==> config.mk <==
export PLATFORM = sky130hd
export DESIGN_NAME = nibble_serial_adder_flat
export DESIGN_NICKNAME = d
export VERILOG_FILES = /design/src/rtl/nibble_serial_adder_if.sv /design/src/rtl/nibble_serial_adder.sv /design/src/flat_wrapper.sv
export SDC_FILE = /design/constraint.sdc
export NUM_CORES = 1
export LEC_CHECK = 0
export CORE_AREA = 2 2 77 79
export CTS_CLUSTER_SIZE = 8
export DETAILED_ROUTE_END_ITERATION = 10
export DIE_AREA = 0 0 79 81
export GPL_ROUTABILITY_DRIVEN = 0
export GPL_TIMING_DRIVEN = 0
export PLACE_DENSITY = 0.86
export SLEW_MARGIN = 25
export SYNTH_ARGS = -nofsm -noshare
export SYNTH_HDL_FRONTEND = slang
export SYNTH_SLANG_ARGS = --single-unit
==> constraint.sdc <==
create_clock -name clk -period 2.3 [get_ports clk]
set_input_delay 0.46 -clock clk [delete_from_list [all_inputs] [get_ports clk]]
set_output_delay 0.46 -clock clk [all_outputs]
set_load 0.005 [all_outputs]
==> src/rtl/nibble_serial_adder_if.sv <==
// Request/result bundle for the nibble-serial adder controller.
// The master side launches additions; the slave side is the controller itself.
interface nibble_serial_adder_if #(
    parameter int NIBBLES = 4
);
    logic                   start;
    logic                   clear;
    logic [4*NIBBLES-1:0]   a;
    logic [4*NIBBLES-1:0]   b;
    logic                   cin;
    logic                   busy;
    logic                   done;
    logic [4*NIBBLES-1:0]   sum;
    logic                   cout;
    logic                   ovf;

    modport master (
        output start, clear, a, b, cin,
        input  busy, done, sum, cout, ovf
    );

    modport slave (
        input  start, clear, a, b, cin,
        output busy, done, sum, cout, ovf
    );
endinterface

==> src/rtl/nibble_serial_adder.sv <==
// Wide adder built by sequencing an external combinational 4-bit ripple-carry
// adder one nibble per cycle, carrying between nibbles through a register.
module nibble_serial_adder #(
    parameter int NIBBLES = 4
) (
    input  logic                 clk,
    input  logic                 rst_n,
    nibble_serial_adder_if.slave bus,
    output logic [3:0]           rca_a,
    output logic [3:0]           rca_b,
    output logic                 rca_cin,
    input  logic [3:0]           rca_sum,
    input  logic [3:0]           rca_cout
);
    localparam int W  = 4 * NIBBLES;
    localparam int IW = $clog2(NIBBLES);

    localparam logic [1:0] S_IDLE = 2'd0;
    localparam logic [1:0] S_RUN  = 2'd1;
    localparam logic [1:0] S_DONE = 2'd2;

    localparam logic [IW-1:0] LAST_IDX = IW'(NIBBLES - 1);

    logic [1:0]    state;
    logic [W-1:0]  op_a;
    logic [W-1:0]  op_b;
    logic          carry;
    logic [IW-1:0] idx;
    logic [W-1:0]  sum_q;
    logic          cout_q;
    logic          ovf_q;

    // NOTE: every register here is a plain flop with an async clear; sequential
    // state is assigned with <= so all updates see the pre-edge values.
    always_ff @(posedge clk or negedge rst_n) begin
        if (!rst_n) begin
            state  <= S_IDLE;
            op_a   <= '0;
            op_b   <= '0;
            carry  <= 1'b0;
            idx    <= '0;
            sum_q  <= '0;
            cout_q <= 1'b0;
            ovf_q  <= 1'b0;
        end else if (bus.clear) begin
            state  <= S_IDLE;
            idx    <= '0;
            sum_q  <= '0;
            cout_q <= 1'b0;
            ovf_q  <= 1'b0;
        end else begin
            case (state)
                S_IDLE, S_DONE: begin
                    if (bus.start) begin
                        op_a   <= bus.a;
                        op_b   <= bus.b;
                        carry  <= bus.cin;
                        idx    <= '0;
                        sum_q  <= '0;
                        cout_q <= 1'b0;
                        ovf_q  <= 1'b0;
                        state  <= S_RUN;
                    end else begin
                        state  <= S_IDLE;
                    end
                end
                S_RUN: begin
                    for (int n = 0; n < NIBBLES; n++) begin
                        if (idx == IW'(n)) sum_q[4*n +: 4] <= rca_sum;
                    end
                    carry <= rca_cout[3];
                    if (idx == LAST_IDX) begin
                        cout_q <= rca_cout[3];
                        ovf_q  <= rca_cout[2] ^ rca_cout[3];
                        state  <= S_DONE;
                    end else begin
                        idx <= idx + 1'b1;
                    end
                end
                default: state <= S_IDLE;
            endcase
        end
    end

    // The adder sees zeros outside RUN so it stays quiet between operations.
    always_comb begin
        rca_a   = 4'h0;
        rca_b   = 4'h0;
        rca_cin = 1'b0;
        if (state == S_RUN) begin
            rca_a   = 4'(op_a >> {idx, 2'b00});
            rca_b   = 4'(op_b >> {idx, 2'b00});
            rca_cin = carry;
        end
    end

    assign bus.busy = (state == S_RUN);
    assign bus.done = (state == S_DONE);
    assign bus.sum  = sum_q;
    assign bus.cout = cout_q;
    assign bus.ovf  = ovf_q;
endmodule
==> src/flat_wrapper.sv <==
// flat-port wrapper written by rule: the top's interface ports become plain ports
module nibble_serial_adder_flat 
#(
    parameter int NIBBLES = 4
)
  (clk, rst_n, rca_a, rca_b, rca_cin, rca_sum, rca_cout, bus_start, bus_clear, bus_a, bus_b, bus_cin, bus_busy, bus_done, bus_sum, bus_cout, bus_ovf);
  nibble_serial_adder_if #(.NIBBLES(NIBBLES)) bus_i ();
  input  logic clk;
  input  logic rst_n;
  output logic [3:0] rca_a;
  output logic [3:0] rca_b;
  output logic rca_cin;
  input  logic [3:0] rca_sum;
  input  logic [3:0] rca_cout;
  input wire logic [$bits(bus_i.start)-1:0] bus_start;
  input wire logic [$bits(bus_i.clear)-1:0] bus_clear;
  input wire logic [$bits(bus_i.a)-1:0] bus_a;
  input wire logic [$bits(bus_i.b)-1:0] bus_b;
  input wire logic [$bits(bus_i.cin)-1:0] bus_cin;
  output wire logic [$bits(bus_i.busy)-1:0] bus_busy;
  output wire logic [$bits(bus_i.done)-1:0] bus_done;
  output wire logic [$bits(bus_i.sum)-1:0] bus_sum;
  output wire logic [$bits(bus_i.cout)-1:0] bus_cout;
  output wire logic [$bits(bus_i.ovf)-1:0] bus_ovf;
  assign bus_i.start = bus_start;
  assign bus_i.clear = bus_clear;
  assign bus_i.a = bus_a;
  assign bus_i.b = bus_b;
  assign bus_i.cin = bus_cin;
  assign bus_busy = bus_i.busy;
  assign bus_done = bus_i.done;
  assign bus_sum = bus_i.sum;
  assign bus_cout = bus_i.cout;
  assign bus_ovf = bus_i.ovf;
  nibble_serial_adder #(.NIBBLES(NIBBLES)) u_core (.clk(clk), .rst_n(rst_n), .bus(bus_i), .rca_a(rca_a), .rca_b(rca_b), .rca_cin(rca_cin), .rca_sum(rca_sum), .rca_cout(rca_cout));
endmodule
==> results.tsv, run 1 <==
metric	value	unit
outcome	finished, final reports clean	
worst-path fanout max	7	
Tmin final	2.26	ns
library cells used by synthesis	31	
Power, Total	2.37	mW
area fraction of the dominant cell type after synthesis	54.3	%
clk_lat worst skew	0.30	ns
Synth area leaders	dfrtp_1 (54%), mux2_2 (22%), mux4_2 (7.1%)	
Max IR drop VDD	0.425	mV
Die H	81	um
Gate Count Post-Synth	171	
# port buffers	70	
layout cells sized above 1	36.7	%
Synth Cell Area	2530	um^2
Core Area	5680	um^2
gr usage total	17.8	%
DR WL/cell	15.6	um
Register-to-Register Path Depth	6	
Max Buffers Root-to-Sink	2	
drt total wl	5.15	mm
DRC	0	
boundary pin count	74	
n_diodes	0	
register area	1380	um^2
pin count of the biggest net entering global routing	56	
Total Die Area	6400	um^2
commonest non-fill, non-tap cell in the layout	clkdlybuf4s50_1	
Critical Path Source	u_core.idx[0]$_DFFE_PN0P_	
Layout fillers	471	
Setup-failing EPs final	0	
root buffer cell	clkbuf_8	
via count	1680	
RR Startpoint	u_core.state[0]$_DFFE_PN0P_	
TritonCTS Buffers	5	
Syn Area/Cell	14.8	um^2
DPL Wire Length	3.65	mm
sinks on the clock net	55	
unrepaired setup endpoints after global routing	no	
chip width	79	um
CP required	1.84	ns
largest area contributor in the synthesized netlist	dfrtp_1	
CTS tree	done	
Starting Density	44.6	%
# rows	28	
vias in the first global route	1725	
final worst path period share	98.1	%
hold buffers post-CTS	0	
Final Hold Vio Count	0	
first-pass GRT wire length	8.58	mm
Worst Max-Slew Pin Slew	0.811	ns
global route overflow	0	
1st-iter DRT viols	79	
Setup crit start kind	flop	
max_cap viols	0	
Slew Limit Fails	0	
static leakage power	1.50	nW
Fmax achieved	443	MHz
CTS clk-pin slew, worst paths	0.09	ns
Yosys warning count	0	
Setup TNS	0	ns
post-layout net count	305	
initial antenna violation count	0	
ANT nets after route	0	
commonest cells after routing, fill and taps aside	clkdlybuf4s50_1 (61), dfrtp_1 (53), mux2_2 (49)	
Worst EP arrival	1.80	ns
Yosys reg bits	55	
Max-slew headroom	45.8	%
min-delay worst type	input pin to async pin	
reg2reg end	u_core.bus.sum[6]$_DFFE_PN0P_	
PD cells	672	nW/um^2
Worst Setup EP	rca_b[2]	
CP Class	flop to output port	
critical path endpoint category	output port	
H-tree level count	2	
footprint of the multi-input gates	1100	um^2
internal reg-to-reg setup slack	0.47	ns
Layout area overhead	39.3	%
Pre-Repair DR Iteration Count	4	
Worst Skew	0.00562	ns
register area share after synthesis	54.3	%
Post-Syn Nets	220	
Via density	5.08	
==> power breakdown <==
part | leakage [nW] | switching (mW) | internal, mW
clock network | 0.0513 | 0.295 | 0.319
logic | 0.763 | 0.192 | 0.376
registers | 0.684 | 0.0729 | 1.12
==> per-stage QoR <==
step / setup WS, ns / hold slack (ns) / utilization [%] / area, um^2 / cells
final: 0.0438 / 0.196 / 62.2 / 3530 / 331
after global routing: 0.000219 / 0.247 / 62.2 / 3530 / 331
after CTS: 0.0000887 / 0.213 / 61.5 / 3490 / 328
after detailed placement: -0.140 / 0.494 / 58.6 / 3330 / 316
after global placement: -0.874 / 0.484 / 58.6 / 3330 / 316
after floorplan: 0.508 / 0.164 / - / 2530 / 171
==> registers in the layout, indices dropped and copies added, names as in the netlist <==
register and flops:
u_core.idx 2, u_core.bus.sum 16, u_core.op_a 16, u_core.op_b 16
u_core.bus.cout 1, u_core.carry 1, u_core.state 2, u_core.bus.ovf 1
==> logic make-up after synthesis <==
group                    count (synthesis)  share of synthesized area, %
XOR/XNOR                                 1                         0.346
multiplexers                            58                          29.3
AND/OR/NAND/NOR                         28                          7.11
adder cells (fa/ha/maj)                  4                          1.98
AO/OA/AOI/OAI                           11                          4.15
buffers and inverters                   14                          2.81
flip-flops                              55                          54.3
==> worst max-delay path: stages (launching register included) <==
cell and delay [ns]:
dfrtp_2 0.43, buf_12 0.14, buf_4 0.13, mux4_2 0.40, and2_1 0.14, dlygate4sd2_1 0.25
==> timing repair <==
action,4_1_cts,5_1_grt
gates resized for setup,18,11
pin swaps,2,3
setup endpoints to repair,10,6
setup buffers,6,3
==> layout make-up <==
cell class / instances / area share, %
Tap cell: 75 / 2.66
Multi-Input combinational cell: 102 / 31.1
Clock buffer: 6 / 2.06
Inverter: 6 / 0.851
Sequential cell: 55 / 39.1
Timing Repair Buffer: 79 / 21.7
Buffer: 7 / 1.77
Clock inverter: 1 / 0.851
==> routing by layer <==
layer	share of wire, %	vias to the layer above	GRT usage [%]
met5	0	-	0
met4	1.5	0	5.69
met3	4.1	7	3.89
met2	52	41	30.0
met1	43	850	23.3
li1	-	782	-
==> worst min-delay path by stage <==
stage / start / to / slack (ns) / cells past startpoint
CTS: rst_n / u_core.idx[1]$_DFFE_PN0P_ / 0.21 / 1
finish: rst_n / u_core.bus.sum[7]$_DFFE_PN0P_ / 0.20 / 1
detailed placement: u_core.op_b[2]$_DFFE_PN0P_ / u_core.op_b[2]$_DFFE_PN0P_ / 0.49 / 1
global placement: u_core.op_b[11]$_DFFE_PN0P_ / u_core.op_b[11]$_DFFE_PN0P_ / 0.48 / 1
global route: rst_n / u_core.bus.sum[8]$_DFFE_PN0P_ / 0.25 / 1
floorplan: rst_n / u_core.bus.cout$_DFFE_PN0P_ / 0.16 / 0
==> synth_stat cells <==
| cell | number |
|---|---|
| dfrtp_1 | 55 |
| mux2_2 | 49 |
| and2_1 | 13 |
| mux4_2 | 8 |
| inv_1 | 5 |
| buf_4 | 4 |
| ha_1 | 4 |
| nor3_1 | 4 |
| a211oi_2 | 3 |
| buf_2 | 3 |
| nor2_1 | 2 |
| or3_1 | 2 |
| a211oi_4 | 1 |
| a21o_1 | 1 |
| a21oi_1 | 1 |
| a221oi_1 | 1 |
| a31oi_1 | 1 |
| clkbuf_1 | 1 |
| inv_2 | 1 |
| mux2i_1 | 1 |
| nand2_1 | 1 |
| nand2b_2 | 1 |
| nand3_1 | 1 |
| nor2b_1 | 1 |
| nor2b_2 | 1 |
| nor3b_1 | 1 |
| nor3b_4 | 1 |
| o211ai_1 | 1 |
| o21a_1 | 1 |
| o21ai_0 | 1 |
| xnor2_1 | 1 |
Power figures use the tool's default switching activity.
==> run 2: changes to the inputs <==
--- a/config.mk
+++ b/config.mk
@@ -5,6 +5,7 @@
 export SDC_FILE = /design/constraint.sdc
 export NUM_CORES = 1
 export LEC_CHECK = 0
+export CAP_MARGIN = 30
 export CORE_AREA = 2 2 77 79
 export CTS_CLUSTER_SIZE = 8
 export DETAILED_ROUTE_END_ITERATION = 10
@@ -12,6 +13,7 @@
 export GPL_ROUTABILITY_DRIVEN = 0
 export GPL_TIMING_DRIVEN = 0
 export PLACE_DENSITY = 0.86
+export SETUP_SLACK_MARGIN = 0.5
 export SLEW_MARGIN = 25
 export SYNTH_ARGS = -nofsm -noshare
 export SYNTH_HDL_FRONTEND = slang
==> results.tsv, run 2 (same netlist as run 1, synthesis figures left out) <==
metric	value	unit	change
outcome	finished, final reports clean		
clk_lat worst skew	0.30	ns	about the same
sinks on the clock net	55		unchanged
M1 GR Usage	24.7	%	+1.5 points
Slew Limit Fails	0		unchanged
n_diodes	0		unchanged
root buffer cell	clkbuf_8		
PD cells	649	nW/um^2	-3.5%
Final Hold Vio Count	0		unchanged
static leakage power	1.65	nW	+9.9%
met2 global-route usage	30.9	%	+0.93 points
final worst path period share	92.5	%	-5.6 points
Max Buffers Root-to-Sink	2		unchanged
Max IR drop VDD	0.428	mV	+0.75%
min-delay worst type	input pin to async pin		
CP Buf/Inv Count	3		unchanged
Worst Skew	0.00916	ns	+0.00354 ns
CTS tree	done		
Via density	5.13		+1.0%
global route overflow	0		unchanged
Total Die Area	6400	um^2	unchanged
Setup crit start kind	flop		
1st-iter DRT viols	89		+13%
Tmin final	2.13	ns	-0.130 ns
boundary pin count	74		unchanged
CP max-delay cell	dfrtp_2		
hold buffers post-CTS	0		unchanged
Post-Route Utilization	67.2	%	+5.0 points
Max-slew headroom	55.6	%	+9.8 points
final instance area	3810	um^2	+8.0%
via count	1789		+6.5%
Worst Max-Slew Pin Slew	0.666	ns	-0.146 ns
Most Crowded Layer GR	met2		
crit path cell chain	buf_12, buf_4, mux4_2, and2_4, buf_2		
DPL Wire Length	3.65	mm	unchanged
post-layout net count	323		+5.9%
TritonCTS Buffers	5		unchanged
Power, Total	2.47	mW	+4.2%
commonest cells after routing, fill and taps aside	clkdlybuf4s50_1 (58), dfrtp_1 (53), mux2_2 (37)		
worst-path fanout max	7		unchanged
first-pass GRT wire length	8.97	mm	+4.6%
Setup TNS	0	ns	unchanged
Core Area	5680	um^2	unchanged
commonest non-fill, non-tap cell in the layout	clkdlybuf4s50_1		
crit-path leading delay family	flip-flops		
# rows	28		unchanged
Worst EP arrival	1.67	ns	-0.13 ns
H-tree level count	2		unchanged
DR WL/cell	16.0	um	+2.8%
CTS clk-pin slew, worst paths	0.09	ns	about the same
Die H	81	um	unchanged
drt total wl	5.58	mm	+8.4%
initial antenna violation count	0		unchanged
Pre-Repair DR Iteration Count	4		unchanged
Layout area overhead	50.5	%	
Starting Density	44.6	%	unchanged
GR met3 Demand/Resource	3.56	%	-0.33 points
Area after DPL	3330	um^2	unchanged
Setup-failing EPs final	0		unchanged
vias in the first global route	1790		+3.8%
ANT nets after route	0		unchanged
critical path endpoint category	output port		
# port buffers	70		unchanged
unrepaired setup endpoints after global routing	yes		
pin count of the biggest net entering global routing	56		unchanged
Fmax achieved	470	MHz	+6.1%
CP required	1.84	ns	about the same
DRC	0		unchanged
chip width	79	um	unchanged
CP peak stage delay	0.43	ns	about the same
gr usage total	18.5	%	+0.71 points
max_cap viols	0		unchanged
CP Class	flop to output port		
layout cells sized above 1	47.1	%	+10 points
-- run 2: cell types whose count changed in the layout (fill, tap and decap cells not counted), moves of 4 or more --
cell | before | now
buf_6 | 1 | 15
mux2_2 | 49 | 37
mux2_4 | 0 | 12
buf_4 | 14 | 22
clkdlybuf4s15_1 | 5 | 0
buf_2 | 1 | 5
-- run 2: worst reg2reg max path, stage by stage (launching register included) --
cell and delay (ns):
dfrtp_1 0.43, buf_6 0.19, inv_1 0.11, ha_1 0.24, a211oi_4 0.35, mux2_2 0.38
-- run 2: worst paths after layout --
path                                       startpoint                        endpoint  slack, ns  depth (start not counted)
setup / recovery            u_core.idx[0]$_DFFE_PN0P_                        rca_b[1]       0.17                          5
hold / removal                                  rst_n  u_core.bus.sum[12]$_DFFE_PN0P_       0.19                          1
setup reg to reg            u_core.idx[1]$_DFFE_PN0P_   u_core.bus.sum[3]$_DFFE_PN0P_       0.49                          5
hold reg to reg            u_core.op_a[6]$_DFFE_PN0P_      u_core.op_a[6]$_DFFE_PN0P_       0.51                          1
max in group asynchronous                       rst_n     u_core.state[1]$_DFFE_PN0P_       1.63                          1
min in group clk           u_core.op_a[6]$_DFFE_PN0P_      u_core.op_a[6]$_DFFE_PN0P_       0.51                          1
-- run 2: stage by stage --
step | hold WS, ns | worst slack (ns) | instances
6_report | 0.190 | 0.173 | 349
4_1_cts | 0.213 | 0.166 | 340
3_3_place_gp | 0.484 | -0.874 | 316
5_1_grt | 0.248 | 0.119 | 349
3_5_place_dp | 0.494 | -0.140 | 316
2_1_floorplan | 0.164 | 0.508 | 171
-- run 2: metal layers --
metal | share of wire [%] | vias to the layer above | wire [um]
li1 | - | 814 | -
met5 | 0 | - | 0
met4 | 1.2 | 0 | 68
met2 | 51 | 47 | 2860
met3 | 4.2 | 5 | 235
met1 | 43 | 923 | 2420
-- run 2: final cells by class --
cell class	instances	area, um^2
multi-input cells	102	1210
repair buffers	96	903
fillers	415	1860
flip-flops and latches	55	1380
well taps	75	93.8
clock inverters	1	30.0
inverters	6	25.0
clock buffers	6	72.6
plain buffers	8	95.1
-- run 2: power breakdown --
part           switching [mW]  internal (mW)
Clock                   0.296          0.320
Sequential             0.0748           1.12
Combinational           0.224          0.441
-- run 2: repair_timing --
action,in CTS,in global routing
gates resized for setup,73,24
setup buffers,17,9
setup endpoints to repair,50,28
pin swaps,9,5
==> run 3: changes to the inputs <==
--- a/config.mk
+++ b/config.mk
@@ -6,10 +6,10 @@
 export NUM_CORES = 1
 export LEC_CHECK = 0
 export CAP_MARGIN = 30
-export CORE_AREA = 2 2 77 79
+export CORE_AREA = 8 8 83 85
 export CTS_CLUSTER_SIZE = 8
 export DETAILED_ROUTE_END_ITERATION = 10
-export DIE_AREA = 0 0 79 81
+export DIE_AREA = 0 0 91 93
 export GPL_ROUTABILITY_DRIVEN = 0
 export GPL_TIMING_DRIVEN = 0
 export PLACE_DENSITY = 0.86
==> results.tsv, run 3 (same netlist as run 1, synthesis figures left out) <==
metric	value	unit	change
outcome	finished, final reports clean		
Pre-Repair DR Iteration Count	4		unchanged
Seq pwr share	47.1	%	-1.1 points
ANT nets after route	0		unchanged
Worst Setup EP	rca_a[1]		
reg2reg end	u_core.bus.sum[0]$_DFFE_PN0P_		
Area after DPL	3330	um^2	unchanged
Total Die Area	8460	um^2	+32%
drt total wl	6.20	mm	+11%
TritonCTS Buffers	5		unchanged
Starting Density	44.6	%	unchanged
commonest cells after routing, fill and taps aside	clkdlybuf4s50_1 (58), dfrtp_1 (52), mux2_2 (38)		
DPL Wire Length	4.09	mm	+12%
Worst Skew	0.0133	ns	+0.00415 ns
gr usage total	14.5	%	-4.1 points
Place WS	-0.121	ns	+0.0184 ns
first-pass GRT wire length	9.79	mm	+9.2%
Register-to-Register Path Depth	7		+2
switching share of total power	24.2	%	+0.21 points
Tmin final	2.16	ns	+0.0296 ns
DR WL/cell	17.7	um	+11%
Pint	1.92	mW	+2.0%
internal reg-to-reg setup slack	0.50	ns	about the same
min-delay worst type	input pin to async pin		
root buffer cell	clkbuf_8		
RR Startpoint	u_core.idx[0]$_DFFE_PN0P_		
# rows	28		unchanged
PD cells	659	nW/um^2	+1.6%
CP Class	flop to output port		
Fmax achieved	464	MHz	-1.4%
final worst path period share	93.7	%	+1.3 points
hold buffers post-CTS	0		unchanged
Max IR drop VDD	0.355	mV	-17%
Slew Limit Fails	0		unchanged
Critical Path Source	u_core.idx[0]$_DFFE_PN0P_		
Setup-failing EPs final	0		unchanged
n_diodes	0		unchanged
Comb power frac	26.7	%	-0.2 points
max_cap viols	0		unchanged
Layout area overhead	51.5	%	
CTS clk-pin slew, worst paths	0.10	ns	about the same
boundary pin count	74		unchanged
sinks on the clock net	55		unchanged
via count	1752		-2.1%
Clock Power Share	26.1	%	+1.2 points
1st-iter DRT viols	45		-49%
# port buffers	70		unchanged
global route overflow	0		unchanged
critical path endpoint category	output port		
clk_lat worst skew	0.31	ns	about the same
Worst Max-Slew Pin Slew	0.691	ns	+0.0249 ns
Final Hold Vio Count	0		unchanged
final instance area	3840	um^2	+0.66%
Via density	5.01		-2.3%
CP required	1.84	ns	about the same
Setup crit start kind	flop		
layout cells sized above 1	48.4	%	+1.3 points
Power, Total	2.53	mW	+2.2%
CTS tree	done		
vias in the first global route	1941		+8.4%
Final Worst Setup Slack	0.144	ns	-0.0296 ns
chip width	91	um	+15%
pin count of the biggest net entering global routing	56		unchanged
Sw Pwr	613	uW	+3.1%
worst-path fanout max	4		-3
H-tree level count	2		unchanged
unrepaired setup endpoints after global routing	yes		
commonest non-fill, non-tap cell in the layout	clkdlybuf4s50_1		
Hold Slack	0.186	ns	-0.00411 ns
final std cells w/o fill	350		+0.29%
initial antenna violation count	0		unchanged
static leakage power	1.66	nW	+0.56%
Worst EP arrival	1.70	ns	+0.03 ns
Placed Cells	316		unchanged
Max-slew headroom	54.0	%	-1.7 points
DRC	0		unchanged
Max Buffers Root-to-Sink	2		unchanged
Die H	93	um	+15%
Core Area	5680	um^2	unchanged
post-layout net count	323		unchanged
run 3: critical path, cell delays in order, from the launching register on:
cell	delay, ns
dfrtp_2	0.41
buf_12	0.13
buf_6	0.09
mux4_2	0.49
and2_4	0.15
buf_2	0.12
run 3: area by class of cell:
type	count	area, um^2
fillers	421	1840
flip-flops and latches	55	1380
multi-input cells	102	1210
repair buffers	96	902
plain buffers	8	106
well taps	75	93.8
clock buffers	6	82.6
clock inverters	2	35.0
inverters	6	27.5
run 3: how the worst min path moves through the flow:
stage | from | end | slack (ns) | cells past startpoint
after global placement | u_core.op_b[8]$_DFFE_PN0P_ | u_core.op_b[8]$_DFFE_PN0P_ | 0.48 | 1
final | rst_n | u_core.bus.sum[14]$_DFFE_PN0P_ | 0.19 | 1
after global routing | rst_n | u_core.bus.sum[0]$_DFFE_PN0P_ | 0.25 | 1
after detailed placement | u_core.op_b[9]$_DFFE_PN0P_ | u_core.op_b[9]$_DFFE_PN0P_ | 0.49 | 1
after CTS | rst_n | u_core.bus.sum[0]$_DFFE_PN0P_ | 0.21 | 1
after floorplan | rst_n | u_core.bus.cout$_DFFE_PN0P_ | 0.16 | 0
run 3: repair_timing:
action	CTS	global route
gates cloned	0	1
endpoints found under the setup margin	51	45
gates resized for setup	70	30
pin swaps	8	7
endpoints found under the hold margin	0	0
setup buffers	16	9
run 3: power by group through the flow:
stage          clock (mW)  combinational (mW)  sequential [mW]
2_1_floorplan           0               0.316             1.19
6_report            0.661               0.676             1.19
4_1_cts             0.676               0.623             1.19
5_1_grt             0.711               0.727             1.21
3_3_place_gp            0               0.533             1.20
3_5_place_dp            0               0.548             1.21
run 3: metrics by stage:
step	TNS (ns)	utilization, %
floorplan	0	-
global placement	-48.41	58.6
detailed placement	-0.944	58.6
CTS	0	64.6
global route	0	67.6
finish	0	67.6
run 3: layer usage:
layer	track usage (%)	share of wire, %	vias to the layer above
li1	-	-	816
met1	17.6	43	886
met2	24.7	52	41
met3	3.13	4.2	9
met4	5.46	1.4	0
met5	0	0	-
